===== src/rtl/register_file_if.sv =====
// Register-file access bus: two read selects with their data returns, plus one write port.
// The datapath side is the master and the register file is the slave.
interface register_file_if #(
  parameter int DATA_WIDTH = 32,
  parameter int ADDR_WIDTH = 5
);
  logic [ADDR_WIDTH-1:0] read_reg1;
  logic [ADDR_WIDTH-1:0] read_reg2;
  logic                  write;
  logic [ADDR_WIDTH-1:0] write_reg;
  logic [DATA_WIDTH-1:0] write_data;
  logic [DATA_WIDTH-1:0] read_data1;
  logic [DATA_WIDTH-1:0] read_data2;

  modport master (
    output read_reg1, read_reg2, write, write_reg, write_data,
    input  read_data1, read_data2
  );

  modport slave (
    input  read_reg1, read_reg2, write, write_reg, write_data,
    output read_data1, read_data2
  );
endinterface


===== src/rtl/register_file.sv =====
// 2-read/1-write register file with r0 hardwired to zero and combinational reads.
// Optional macro REGFILE_BYPASS_EN forwards write_data to a read port selecting the register being written.
module register_file #(
  parameter int DATA_WIDTH = 32,
  parameter int ADDR_WIDTH = 5
) (
  input logic                  clock,
  input logic                  reset,
  register_file_if.slave       bus
);
  localparam int DEPTH = 1 << ADDR_WIDTH;

  // r0 has no storage; index range starts at 1.
  logic [DATA_WIDTH-1:0] regs_q [1:DEPTH-1];
  logic                  wr_en;

  assign wr_en = bus.write && (bus.write_reg != '0);

  // NOTE: every entry is cleared on reset, so the array maps to flops rather than a RAM macro.
  always_ff @(posedge clock) begin
    if (reset) begin
      for (int i = 1; i < DEPTH; i++) begin
        regs_q[i] <= '0;
      end
    end else if (wr_en) begin
      regs_q[bus.write_reg] <= bus.write_data;
    end
  end

  // NOTE: outputs get a default first so no path leaves them unassigned and infers a latch.
  always_comb begin
    bus.read_data1 = '0;
    bus.read_data2 = '0;
    if (bus.read_reg1 != '0) bus.read_data1 = regs_q[bus.read_reg1];
    if (bus.read_reg2 != '0) bus.read_data2 = regs_q[bus.read_reg2];
`ifdef REGFILE_BYPASS_EN
    if (wr_en && !reset && (bus.read_reg1 == bus.write_reg)) bus.read_data1 = bus.write_data;
    if (wr_en && !reset && (bus.read_reg2 == bus.write_reg)) bus.read_data2 = bus.write_data;
`endif
  end
endmodule


===== src/flat_wrapper.sv =====
// flat-port wrapper written by rule: the top's interface ports become plain ports
module register_file_flat 
#(
  parameter int DATA_WIDTH = 32,
  parameter int ADDR_WIDTH = 5
)
  (clock, reset, bus_read_reg1, bus_read_reg2, bus_write, bus_write_reg, bus_write_data, bus_read_data1, bus_read_data2);
  register_file_if #(.DATA_WIDTH(DATA_WIDTH), .ADDR_WIDTH(ADDR_WIDTH)) bus_i ();
  input logic clock;
  input logic reset;
  input wire logic [$bits(bus_i.read_reg1)-1:0] bus_read_reg1;
  input wire logic [$bits(bus_i.read_reg2)-1:0] bus_read_reg2;
  input wire logic [$bits(bus_i.write)-1:0] bus_write;
  input wire logic [$bits(bus_i.write_reg)-1:0] bus_write_reg;
  input wire logic [$bits(bus_i.write_data)-1:0] bus_write_data;
  output wire logic [$bits(bus_i.read_data1)-1:0] bus_read_data1;
  output wire logic [$bits(bus_i.read_data2)-1:0] bus_read_data2;
  assign bus_i.read_reg1 = bus_read_reg1;
  assign bus_i.read_reg2 = bus_read_reg2;
  assign bus_i.write = bus_write;
  assign bus_i.write_reg = bus_write_reg;
  assign bus_i.write_data = bus_write_data;
  assign bus_read_data1 = bus_i.read_data1;
  assign bus_read_data2 = bus_i.read_data2;
  register_file #(.DATA_WIDTH(DATA_WIDTH), .ADDR_WIDTH(ADDR_WIDTH)) u_core (.clock(clock), .reset(reset), .bus(bus_i));
endmodule

===== config.mk =====
export PLATFORM = sky130hd
export DESIGN_NAME = register_file_flat
export DESIGN_NICKNAME = d
export VERILOG_FILES = /design/src/rtl/register_file_if.sv /design/src/rtl/register_file.sv /design/src/flat_wrapper.sv
export SDC_FILE = /design/constraint.sdc
export NUM_CORES = 2
export LEC_CHECK = 0
export CAP_MARGIN = 5
export CORE_MARGIN = 4
export CORE_UTILIZATION = 50
export CTS_CLUSTER_SIZE = 20
export DETAILED_ROUTE_END_ITERATION = 12
export DONT_BUFFER_PORTS = 1
export HOLD_SLACK_MARGIN = 0.03
export SETUP_SLACK_MARGIN = 0.3
export SYNTH_ARGS = -nofsm -noshare
export SYNTH_HDL_FRONTEND = slang
export SYNTH_SLANG_ARGS = --single-unit

===== constraint.sdc =====
create_clock -name clock -period 5.96 [get_ports clock]
set_input_delay 1.788 -clock clock [delete_from_list [all_inputs] [get_ports clock]]
set_output_delay 1.788 -clock clock [all_outputs]
set_load 0.05 [all_outputs]

==> results.ini <==
[logic_synthesis]
synthTopCellsByArea = edfxtp_1, mux4_2, and2_1
ys_seq_area_share_pct = 55.8
yosysTopAreaCellShare_pct = 55.8
synthesis.area_mm2 = 0.0551
avgSynthCellArea_um2 = 14.5
syn_inst = 3792
ys_ff_latch = 1024
yosys_warnings = 0
synth.distinct_cells = 41
synth_area_leader_cell = edfxtp_1

[grt]
grt_pass1_wl_um = 266000
grt_max_degree = 290
grt_use_total_pct = 32.2
grt_pass1_vias = 36100
antenna_found_initial = 7
overflow = 0

[sta]
whs_ns = 1.16
fmax_mhz = 171
min_period_ns = 5.85
worst_pin_slew_ns = 1.25
rsz0062_at_grt = no
slew-limit-headroom_pct = 16.4
fin_crit_sh_pct = 98.1
layout_setup_ws_ns = 0.115
finalHoldViolations = 0
fin_tns_setup_ns = 0
slew_violations = 0
setup-violations-final = 0

[place]
io_buffer_count = 0
place_inst = 5092
dp_hpwl_um = 110000
gp_congestion = 0.929
pre_cts_ws_ns = 0.161

[clocking]
clk_pin_slew_ns = 0.07
postCtsSetupRepairBufs = 0
cts_tree = built
clk_path_buf_depth = 3
cts_buffers = 112
htreeDepth = 3
cts.sinks = 1024
root_buffer = clkbuf_16

[drt]
route.met2.wl_um = 87700
viasPerCell = 6.67
wl_met1_um = 71400
first_pass_iters = 6
postRouteAntennaNets = 0
routedWlPerCell_um = 35.5
wl_met3_um = 17800
drtIter0Drc = 4375
maxUsedRoutingLayer = met5
num_vias = 35400
routed_wl_um = 188000
drc = 0

[finish]
reg_top3 = u_core.regs_q (1024)
syn_to_final_growth_pct = 11.4
seq_area_mm2 = 0.0307
final_util_pct = 56.2
fin_cells = 5301
fin_nets = 3781
regMostFlops = u_core.regs_q
final_common_cell = edfxtp_1
final.fill_count = 8645
drive_above_1_share_pct = 23.2
largest_register_ffs = 1024
final_cell_mix = edfxtp_1, and2_1, mux2i_1, mux4_2, buf_4
multiInputGateArea_mm2 = 0.0232

[setup_path]
crit_arrival_ns = 4.06
critPathTopFamily = compound AO/OA/AOI/OAI gates
crit_required_ns = 4.17
startpoint_type = primary input
crit_chain = or3b_4, buf_12, o221ai_1, a21oi_1, a211oi_2, buf_4
crit_slowest_cell = or3b_4
path_depth = 6
worstPathMaxFanout = 198
crit_buf_inv = 2
slowest_delay_ns = 0.64
crit_type = in -> out
endpoint_kind = output port

[pwr]
power_density_mw_per_mm2 = 283
p_leak_uw = 0.0216
peakVddDrop_uv = 236

[floorplan]
dieHeight_um = 340
initial_utilization_pct = 50.4
floorplan.rows = 121
dieArea_mm2 = 0.116
io_pins = 114
core_area_mm2 = 0.109
die-width_um = 340

[hold_path]
hp-class = in -> reg
hold-path-cell-count = 0

[status]
status = complete, no violations

[run]
drv_cap = 0

-- cells in the mapped netlist --
library cell	instances
a221oi_1	31
nand4bb_1	1
nand4_1	32
o21ai_0	47
mux4_2	298
nor2b_1	37
and3_1	1
and2_1	994
nand3_1	1
clkbuf_4	1
nor2_1	37
a21oi_1	32
or3b_2	1
a221oi_2	16
nor2_2	1
nand2_1	101
o221ai_1	64
a211oi_1	64
nand2b_1	2
or3_1	2
or3b_1	2
inv_1	2
o2111ai_1	17
buf_2	56
or4_1	1
nor3b_1	1
mux2_2	64
buf_4	47
buf_1	1
a311oi_1	32
a22oi_1	64
nand3b_1	4
edfxtp_1	1024
mux2i_1	320
buf_6	13
or2_2	31
clkbuf_1	293
conb_1	1
or2_1	1
nand4b_1	1
mux4_1	54
-- logic make-up (layout without fill, tap and decap cells) --
group,count (synthesis),count (layout),synth area share [%]
compound gates,367,367,5.19
buf+inv,413,411,3.45
flops,1024,1024,55.8
mux,736,736,21.9
other cells,1,35,0.00681
simple gates,1251,1252,13.6
-- cell type report --
type / instances / area share, %
Multi-Input combinational cell: 2387 / 37.8
Inverter: 2 / 0.0143
Clock inverter: 72 / 0.865
Tap cell: 1476 / 3.01
Antenna cell: 3 / 0.0122
Clock buffer: 133 / 4.77
Timing Repair Buffer: 204 / 3.41
Sequential cell: 1024 / 50.1
-- metal layers --
metal / global-route usage [%] / up-vias
met2: 51.1 / 2140
met1: 42.3 / 18300
met4: 16.1 / 2
met5: 0 / -
li1: - / 14400
met3: 6.55 / 477
-- path summary, 6_finish.rpt --
kind	slack [ns]	from	endpoint
worst min-delay path	1.16	bus_write_data[17]	u_core.regs_q[0][17]$_DFFE_PP_
worst max-delay path	0.11	bus_read_reg2[2]	bus_read_data2[0]
-- metrics by stage --
step | power [uW] | instance area, um2
2_1_floorplan | 10100 | 55500
3_3_place_gp | 10700 | 57800
3_5_place_dp | 10800 | 57800
4_1_cts | 17400 | 61300
5_1_grt | 17800 | 61300
6_report | 17400 | 61300
-- what timing repair did --
| item | in CTS | in global routing |
|---|---|---|
| hold buffers | 0 | 0 |
| setup endpoints to repair | 5 | 16 |
| resized for setup | 5 | 10 |
| endpoints found under the hold margin | 0 | 0 |
| cloned | 0 | 1 |
-- report_power, final --
group	internal (uW)	total, uW	switching, uW
sequential	8330	8540	217
combinational	951	2130	1170
clock	3770	6700	2930
total	13100	17400	4320
(Power assumes the default switching activity.)
